<file path="src/rtl/pipe_reg_skid_if.sv">
// Handshake bundle for pipe_reg_skid: upstream push side, downstream pop side and occupancy.
// The slave modport is the stage itself; master is the environment driving it.
interface pipe_reg_skid_if #(
    parameter int unsigned DATAWIDTH = 32
);
    logic                 in_valid;
    logic                 in_ready;
    logic [DATAWIDTH-1:0] in_data;
    logic                 out_valid;
    logic                 out_ready;
    logic [DATAWIDTH-1:0] out_data;
    logic [1:0]           level;

    modport master (
        output in_valid,
        output in_data,
        output out_ready,
        input  in_ready,
        input  out_valid,
        input  out_data,
        input  level
    );

    modport slave (
        input  in_valid,
        input  in_data,
        input  out_ready,
        output in_ready,
        output out_valid,
        output out_data,
        output level
    );
endinterface

</file>
<file path="src/rtl/pipe_reg_skid.sv">
// Two-entry registered skid stage with valid/ready on both sides.
// Optional stall counter enabled by defining PIPE_REG_SKID_STALL_CNT_EN.
module pipe_reg_skid #(
    parameter int unsigned DATAWIDTH = 32
) (
    input  logic             clk,
    input  logic             Rst_n,
    input  logic             flush,
    pipe_reg_skid_if.slave   bus
`ifdef PIPE_REG_SKID_STALL_CNT_EN
    ,
    output logic [15:0]      stall_cnt
`endif
);

    // Encoding doubles as the occupancy count.
    typedef enum logic [1:0] {
        StEmpty = 2'd0,
        StOne   = 2'd1,
        StFull  = 2'd2
    } state_e;

    state_e               state_q, state_d;
    logic [DATAWIDTH-1:0] main_q, main_d;
    logic [DATAWIDTH-1:0] skid_q, skid_d;
    logic                 in_ready_q, in_ready_d;
    logic                 push, pop;

    assign push = bus.in_valid && in_ready_q;
    assign pop  = (state_q != StEmpty) && bus.out_ready;

    always_ff @(posedge clk or negedge Rst_n) begin
        if (!Rst_n) begin
            state_q    <= StEmpty;
            main_q     <= '0;
            skid_q     <= '0;
            in_ready_q <= 1'b0;
        end else begin
            state_q    <= state_d;
            main_q     <= main_d;
            skid_q     <= skid_d;
            in_ready_q <= in_ready_d;
        end
    end

    always_comb begin
        state_d = state_q;
        main_d  = main_q;
        skid_d  = skid_q;
        if (flush) begin
            state_d = StEmpty;
        end else begin
            case (state_q)
                StEmpty: begin
                    if (push) begin
                        main_d  = bus.in_data;
                        state_d = StOne;
                    end
                end
                StOne: begin
                    if (push && pop) begin
                        main_d = bus.in_data;
                    end else if (push) begin
                        skid_d  = bus.in_data;
                        state_d = StFull;
                    end else if (pop) begin
                        state_d = StEmpty;
                    end
                end
                StFull: begin
                    if (pop) begin
                        main_d  = skid_q;
                        state_d = StOne;
                    end
                end
                default: state_d = StEmpty;
            endcase
        end
        // Ready is a flop so it never depends combinationally on out_ready.
        in_ready_d = (state_d != StFull);
    end

    always_comb begin
        bus.in_ready  = in_ready_q;
        bus.out_valid = (state_q != StEmpty);
        bus.out_data  = main_q;
        bus.level     = state_q;
    end

`ifdef PIPE_REG_SKID_STALL_CNT_EN
    logic [15:0] stall_cnt_q, stall_cnt_d;

    always_comb begin
        stall_cnt_d = stall_cnt_q;
        if (flush) begin
            stall_cnt_d = '0;
        end else if ((state_q != StEmpty) && !bus.out_ready && (stall_cnt_q != 16'hFFFF)) begin
            stall_cnt_d = stall_cnt_q + 16'd1;
        end
    end

    always_ff @(posedge clk or negedge Rst_n) begin
        if (!Rst_n) begin
            stall_cnt_q <= '0;
        end else begin
            stall_cnt_q <= stall_cnt_d;
        end
    end

    assign stall_cnt = stall_cnt_q;
`endif

endmodule

</file>
<file path="src/flat_wrapper.sv">
// flat-port wrapper written by rule: the top's interface ports become plain ports
module pipe_reg_skid_flat 
#(
    parameter int unsigned DATAWIDTH = 32
)
  (clk, Rst_n, flush, bus_in_valid, bus_in_data, bus_out_ready, bus_in_ready, bus_out_valid, bus_out_data, bus_level);
  pipe_reg_skid_if #(.DATAWIDTH(DATAWIDTH)) bus_i ();
  input  logic clk;
  input  logic Rst_n;
  input  logic flush;
  input wire logic [$bits(bus_i.in_valid)-1:0] bus_in_valid;
  input wire logic [$bits(bus_i.in_data)-1:0] bus_in_data;
  input wire logic [$bits(bus_i.out_ready)-1:0] bus_out_ready;
  output wire logic [$bits(bus_i.in_ready)-1:0] bus_in_ready;
  output wire logic [$bits(bus_i.out_valid)-1:0] bus_out_valid;
  output wire logic [$bits(bus_i.out_data)-1:0] bus_out_data;
  output wire logic [$bits(bus_i.level)-1:0] bus_level;
  assign bus_i.in_valid = bus_in_valid;
  assign bus_i.in_data = bus_in_data;
  assign bus_i.out_ready = bus_out_ready;
  assign bus_in_ready = bus_i.in_ready;
  assign bus_out_valid = bus_i.out_valid;
  assign bus_out_data = bus_i.out_data;
  assign bus_level = bus_i.level;
  pipe_reg_skid #(.DATAWIDTH(DATAWIDTH)) u_core (.clk(clk), .Rst_n(Rst_n), .flush(flush), .bus(bus_i));
endmodule
</file>
<file path="config.mk">
export PLATFORM = sky130hd
export DESIGN_NAME = pipe_reg_skid_flat
export DESIGN_NICKNAME = d
export VERILOG_FILES = /design/src/rtl/pipe_reg_skid_if.sv /design/src/rtl/pipe_reg_skid.sv /design/src/flat_wrapper.sv
export SDC_FILE = /design/constraint.sdc
export NUM_CORES = 1
export LEC_CHECK = 0
export CAP_MARGIN = 20
export CORE_UTILIZATION = 35
export CTS_CLUSTER_DIAMETER = 30
export CTS_CLUSTER_SIZE = 20
export DETAILED_ROUTE_END_ITERATION = 10
export GPL_ROUTABILITY_DRIVEN = 0
export HOLD_SLACK_MARGIN = 0.12
export PLACE_DENSITY = 0.6
export SYNTH_ARGS = -nofsm -noshare
export SYNTH_HDL_FRONTEND = slang
export SYNTH_SLANG_ARGS = --single-unit
</file>
<file path="constraint.sdc">
create_clock -name clk -period 2.1 [get_ports clk]
set_clock_uncertainty 0.2 [all_clocks]
set_input_delay 0.21 -clock clk [delete_from_list [all_inputs] [get_ports clk]]
set_output_delay 0.21 -clock clk [all_outputs]
set_load 0.02 [all_outputs]
</file>
Word-level counts from Yosys, hierarchy flattened --
Index checks and enable logic that the tools add are counted.
Word-level totals: input port bits 37, output and inout bits 36, bits in writable memories 0, bits in latches 0, memory bits (read-only) 0, register bits 67, memories 0
Operators by class: mux-type cells 11, shifts and indexed selects 0, reduce and logical (&&, ||, !) cells 8, magnitude comparators 0, add/subtract/negate cells 0, multiply operators 0, div/mod/pow operators 0, bitwise logic cells 2, equality and inequality tests 6
Operators by type and width (count):
- $mux W32 | 3
- $pmux W32 S3 | 1
- $mux W2 | 6
- $ne A2 B1 Y1 const B | 3
- $pmux W2 S3 | 1
- $reduce_and A5 Y1 | 1
- $reduce_and A4 Y1 | 1
- $logic_and A1 B1 Y1 | 3
- $reduce_bool A3 Y1 | 1
- $eq A2 B1 Y1 const B | 1
- $eq A2 B2 Y1 const B | 1
- $logic_not A2 Y1 | 1
- $ne A2 B2 Y1 const B | 1
- $not A1 Y1 | 2
- $reduce_bool A2 Y1 | 1

Logic depth before layout (Yosys ltp) --
word-level depth 8, depth in mapped cells 6, mapped depth without buffers 4

Least setup slack after synthesis --
OpenSTA, ideal clock, no wires.
kind register to register, start register u_core.state_q[0], in the netlist u_core.bus.level[0], end register u_core.skid_q[0], required time 1775 ps, library setup time 125 ps, data arrival time 1701 ps, path buffers 2, clock period less this slack 2026 ps, stages on the path, launching flop included 6, path slack 74 ps, cell sequence dfrtp_1 > and2b_1 > or4b_1 > buf_6 > buf_12 > mux2_4
On the way: word-level cells in the longest chain between the ends 5, elaborated cells between the ends (all ways) 6
Ends and longest elaborated chain:
- start, declared | RTL line pipe_reg_skid.sv:23 | state_e state_q, state_d;
- start signal, assigned | RTL line pipe_reg_skid.sv:34 | state_q <= StEmpty;
- start signal, assigned | RTL line pipe_reg_skid.sv:39 | state_q <= state_d;
- $reduce_bool A2 Y1 | RTL line pipe_reg_skid.sv:30 | assign pop = (state_q != StEmpty) && bus.out_ready;
- $logic_and A1 B1 Y1 | RTL line pipe_reg_skid.sv:30
- $logic_and A1 B1 Y1 | RTL line pipe_reg_skid.sv:61 | if (push && pop) begin
- $not A1 Y1 (no source line)
- $reduce_and A4 Y1 (no source line) (*)
- end signal, assigned | RTL line pipe_reg_skid.sv:41 | skid_q <= skid_d;
- end, declared | RTL line pipe_reg_skid.sv:25 | logic [DATAWIDTH-1:0] skid_q, skid_d;
Mark *: on every way between the ends. The rest lies on a longest branch, timed or not. A chain may end at the register's enable or synchronous reset.

Final worst setup path --
start input bus_out_ready, end register u_core.skid_q[14]
On the way: word-level cells in the longest chain between the ends 4
Ends and longest elaborated chain:
- start, declared | RTL line flat_wrapper.sv:13 | input wire logic [$bits(bus_i.out_ready)-1:0] bus_out_ready;
- $logic_and A1 B1 Y1 | RTL line pipe_reg_skid.sv:30
- $logic_and A1 B1 Y1 | RTL line pipe_reg_skid.sv:61
- $not A1 Y1 (no source line)
- $reduce_and A4 Y1 (no source line)
No other way between the ends.

==> impl_metrics.yaml <==
pwr:
  p_per_area_mw_per_mm2: 936
  irDropWorstVdd_v: 0.000335
  leakagePower_nw: 1.81
  finalPower_mw: 3.78
global_routing:
  grt_max_degree: 39
  grt.total_usage_pct: 14.7
  initial_antenna_violation_count: 0
  grt_first_pass_wirelength_mm: 9.79
  gr-total-overflow: 0
  via_count_of_the_first_global_routing_pass: 1968
clock_tree:
  cts_buffer_depth: 2
  clkLatencyLatePin_ns: 0.33
  ctsRootBufferMaster: "clkbuf_8"
  cts_inserted_buffers: 9
  cts.htree.levels: 3
  clk_pin_slew_ns: 0.07
  tritoncts: "built"
  sinks_on_the_clock_net: 67
drt:
  mean_number_of_vias_per_cell: 4.65
  drt_first_pass_iters: 4
  wire_per_inst_um: 13.8
  drt_iter0_drc: 55
  drc: 0
  drt.antenna.violating_nets: 0
  final_routed_wirelength_mm: 5.76
  via_count: 1938
synth:
  synth.yosys.seq_area_share_pct: 56.4
  synth.mux.area_fraction_pct: 26.9
  synth.net_count: 262
  synth_xor_area_share_pct: 0
  synth_warn: 0
  synth-compound-area-share_pct: 6.61
  combinational_family_with_the_most_area_after_synthesis: "multiplexers"
  ys_types: 22
  ys_ff_latch: 67
  synth.cell_area_mm2: 0.00297
  postSynthCellCount: 225
  synth_adder_area_share_pct: 0
  yosys.area_share.simple_pct: 6.02
  avg_cell_area_syn_um2: 13.2
sta:
  fmax_mhz: 498
  finalWorstPathRequiredPeriod_ns: 2.01
  finalSetupViolCount: 0
  slew_violations: 0
  timing.final.crit_share_pct: 95.6
  finalHoldWorstSlack_ns: 0.193
  timing_worst_slew_pin_value_ns: 0.574
  hold_viol: 0
  timing.max_slew.rel_slack_pct: 61.7
  rsz0062_at_grt: "false"
layout:
  antenna_diode_count: 0
  area_growth_pct: 35.9
  post_route_cells_drive_above_1_share_pct: 19.2
  leading_cell_types_in_the_layout_fill_and_taps_excluded: "clkdlybuf4s50_1, dfrtp_1, nand2_1, mux2i_1, o21ai_1"
  fin_nets: 345
  most_common_library_cell_in_the_layout_ignoring_fill_and_taps: "clkdlybuf4s50_1"
floorplanning:
  die_area_mm2: 0.00886
  design.core.area_mm2: 0.00822
  fp-row-count: 33
  floorplan.initialDensity_pct: 36.2
  boundaryPins: 73
  die_width_um: 94.1
  die-height_um: 94.1
setup_path:
  crit_slowest_cell: "or4b_2"
  critical_path_arrival_ns: 2.02
  crit_path_max_fanout: 33
  critPathBufInv: 2
  crit_chain: "clkdlybuf4s50_1 -> and2b_1 -> or4b_2 -> buf_12 -> mux2_4"
  crit_family: "simple AND/OR/NAND/NOR gates"
  cp-start-kind: "input pin"
  critical_path_required_ns: 2.11
  criticalPathCategory: "in -> reg"
  delay_contributed_by_the_slowest_stage_of_the_critical_path_ns: 0.63
  worst_setup_path_end_kind: "flip-flop"
placement:
  numPortBuffers: 72
  dp_hpwl_mm: 3.90
run:
  max-cap-violations: 0
status:
  status: "complete, no violations"
worst_hold_path:
  tightest_hold_check_type: "in -> async"
worst paths after layout:
kind,from,to,slack [ns],cells past startpoint
setup / recovery,bus_out_ready,u_core.skid_q[14],0.09,5
hold / removal,Rst_n,u_core.bus.out_data[22],0.19,2
setup reg to reg,u_core.bus.level[0],u_core.skid_q[14],0.11,4
hold reg to reg,u_core.bus.out_data[26],u_core.bus.out_data[26],0.29,2
max in group asynchronous,Rst_n,u_core.bus.out_data[14],0.90,3
min in group clk,u_core.bus.out_data[26],u_core.bus.out_data[26],0.29,2
report_power, final:
group | total, mW | switching (mW) | leakage, nW | internal, mW
Sequential | 1.78 | 0.174 | 0.826 | 1.60
Clock | 0.984 | 0.444 | 0.0902 | 0.540
Combinational | 1.02 | 0.411 | 0.892 | 0.606
Total | 3.78 | 1.03 | 1.81 | 2.75
through the flow:
| stage | setup slack (ns) | cell area [um^2] | util (%) | std cells | setup TNS (ns) |
|---|---|---|---|---|---|
| CTS | 0.104 | 4040 | 49.1 | 417 | 0 |
| global route | 0.0396 | 4040 | 49.1 | 417 | 0 |
| floorplan | 0.0739 | 2970 | - | 225 | 0 |
| finish | 0.0925 | 4040 | 49.1 | 417 | 0 |
| global placement | -0.241 | 3850 | 46.9 | 401 | -7.68 |
| detailed placement | -0.253 | 3850 | 46.9 | 401 | -8.15 |
flip-flops by register name (all words and copies together) (netlist names):
name and cells:
u_core.bus.out_data 32, u_core.skid_q 32, u_core.bus.in_ready 1, u_core.bus.level 2
worst register-to-register path: stages (launching register included):
cell and delay, ns:
dfrtp_1 0.34, and2b_1 0.14, or4b_2 0.63, buf_12 0.23, mux2_4 0.34
Yosys cell counts:
master | count | area [um^2]
mux2_1 | 3 | 33.8
buf_2 | 3 | 15.0
dfrtp_1 | 67 | 1680
o22a_1 | 1 | 8.76
buf_12 | 3 | 60.1
buf_6 | 1 | 11.3
or4b_1 | 1 | 10.0
nand4bb_1 | 1 | 11.3
o21ai_1 | 32 | 160
o21a_1 | 1 | 7.51
mux2_4 | 29 | 435
inv_1 | 1 | 3.75
nand2b_1 | 1 | 6.26
nor2_1 | 1 | 3.75
and2b_1 | 1 | 7.51
o41a_1 | 1 | 11.3
clkbuf_1 | 8 | 30.0
nand2_1 | 34 | 128
nor2b_1 | 1 | 6.26
mux2i_1 | 33 | 330
o31a_1 | 1 | 8.76
or2_2 | 1 | 6.26
cell families (layout without fill, tap and decap cells):
kind of cell    count (synthesis)  after routing
flops                          67             67
mux                            65             65
simple gates                   41             41
compound gates                 36             36
buf+inv                        16            103
area by class of cell:
cell class              count  area, um^2
repair buffers             87         867
inverters                   1        3.75
multi-input cells         142        1180
clock buffers              12         135
flip-flops and latches     67        1680
fillers                   763        4180
well taps                 105         131
clock inverters             3        40.0
routing by layer:
| layer | share of wire [%] | vias up | track usage, % |
|---|---|---|---|
| met5 | 0 | - | 0 |
| met4 | 0.71 | 0 | 5.38 |
| met3 | 4.5 | 2 | 5.02 |
| met2 | 46 | 46 | 21.0 |
| met1 | 49 | 946 | 20.3 |
| li1 | - | 944 | - |
timing repair:
item                                    4_1_cts  5_1_grt
hold endpoints to repair                     53        0
setup buffers                                 0        0
endpoints found under the setup margin        1        0
gates resized for setup                       1        0
hold buffers                                  1        0
(Power assumes the default switching activity.)
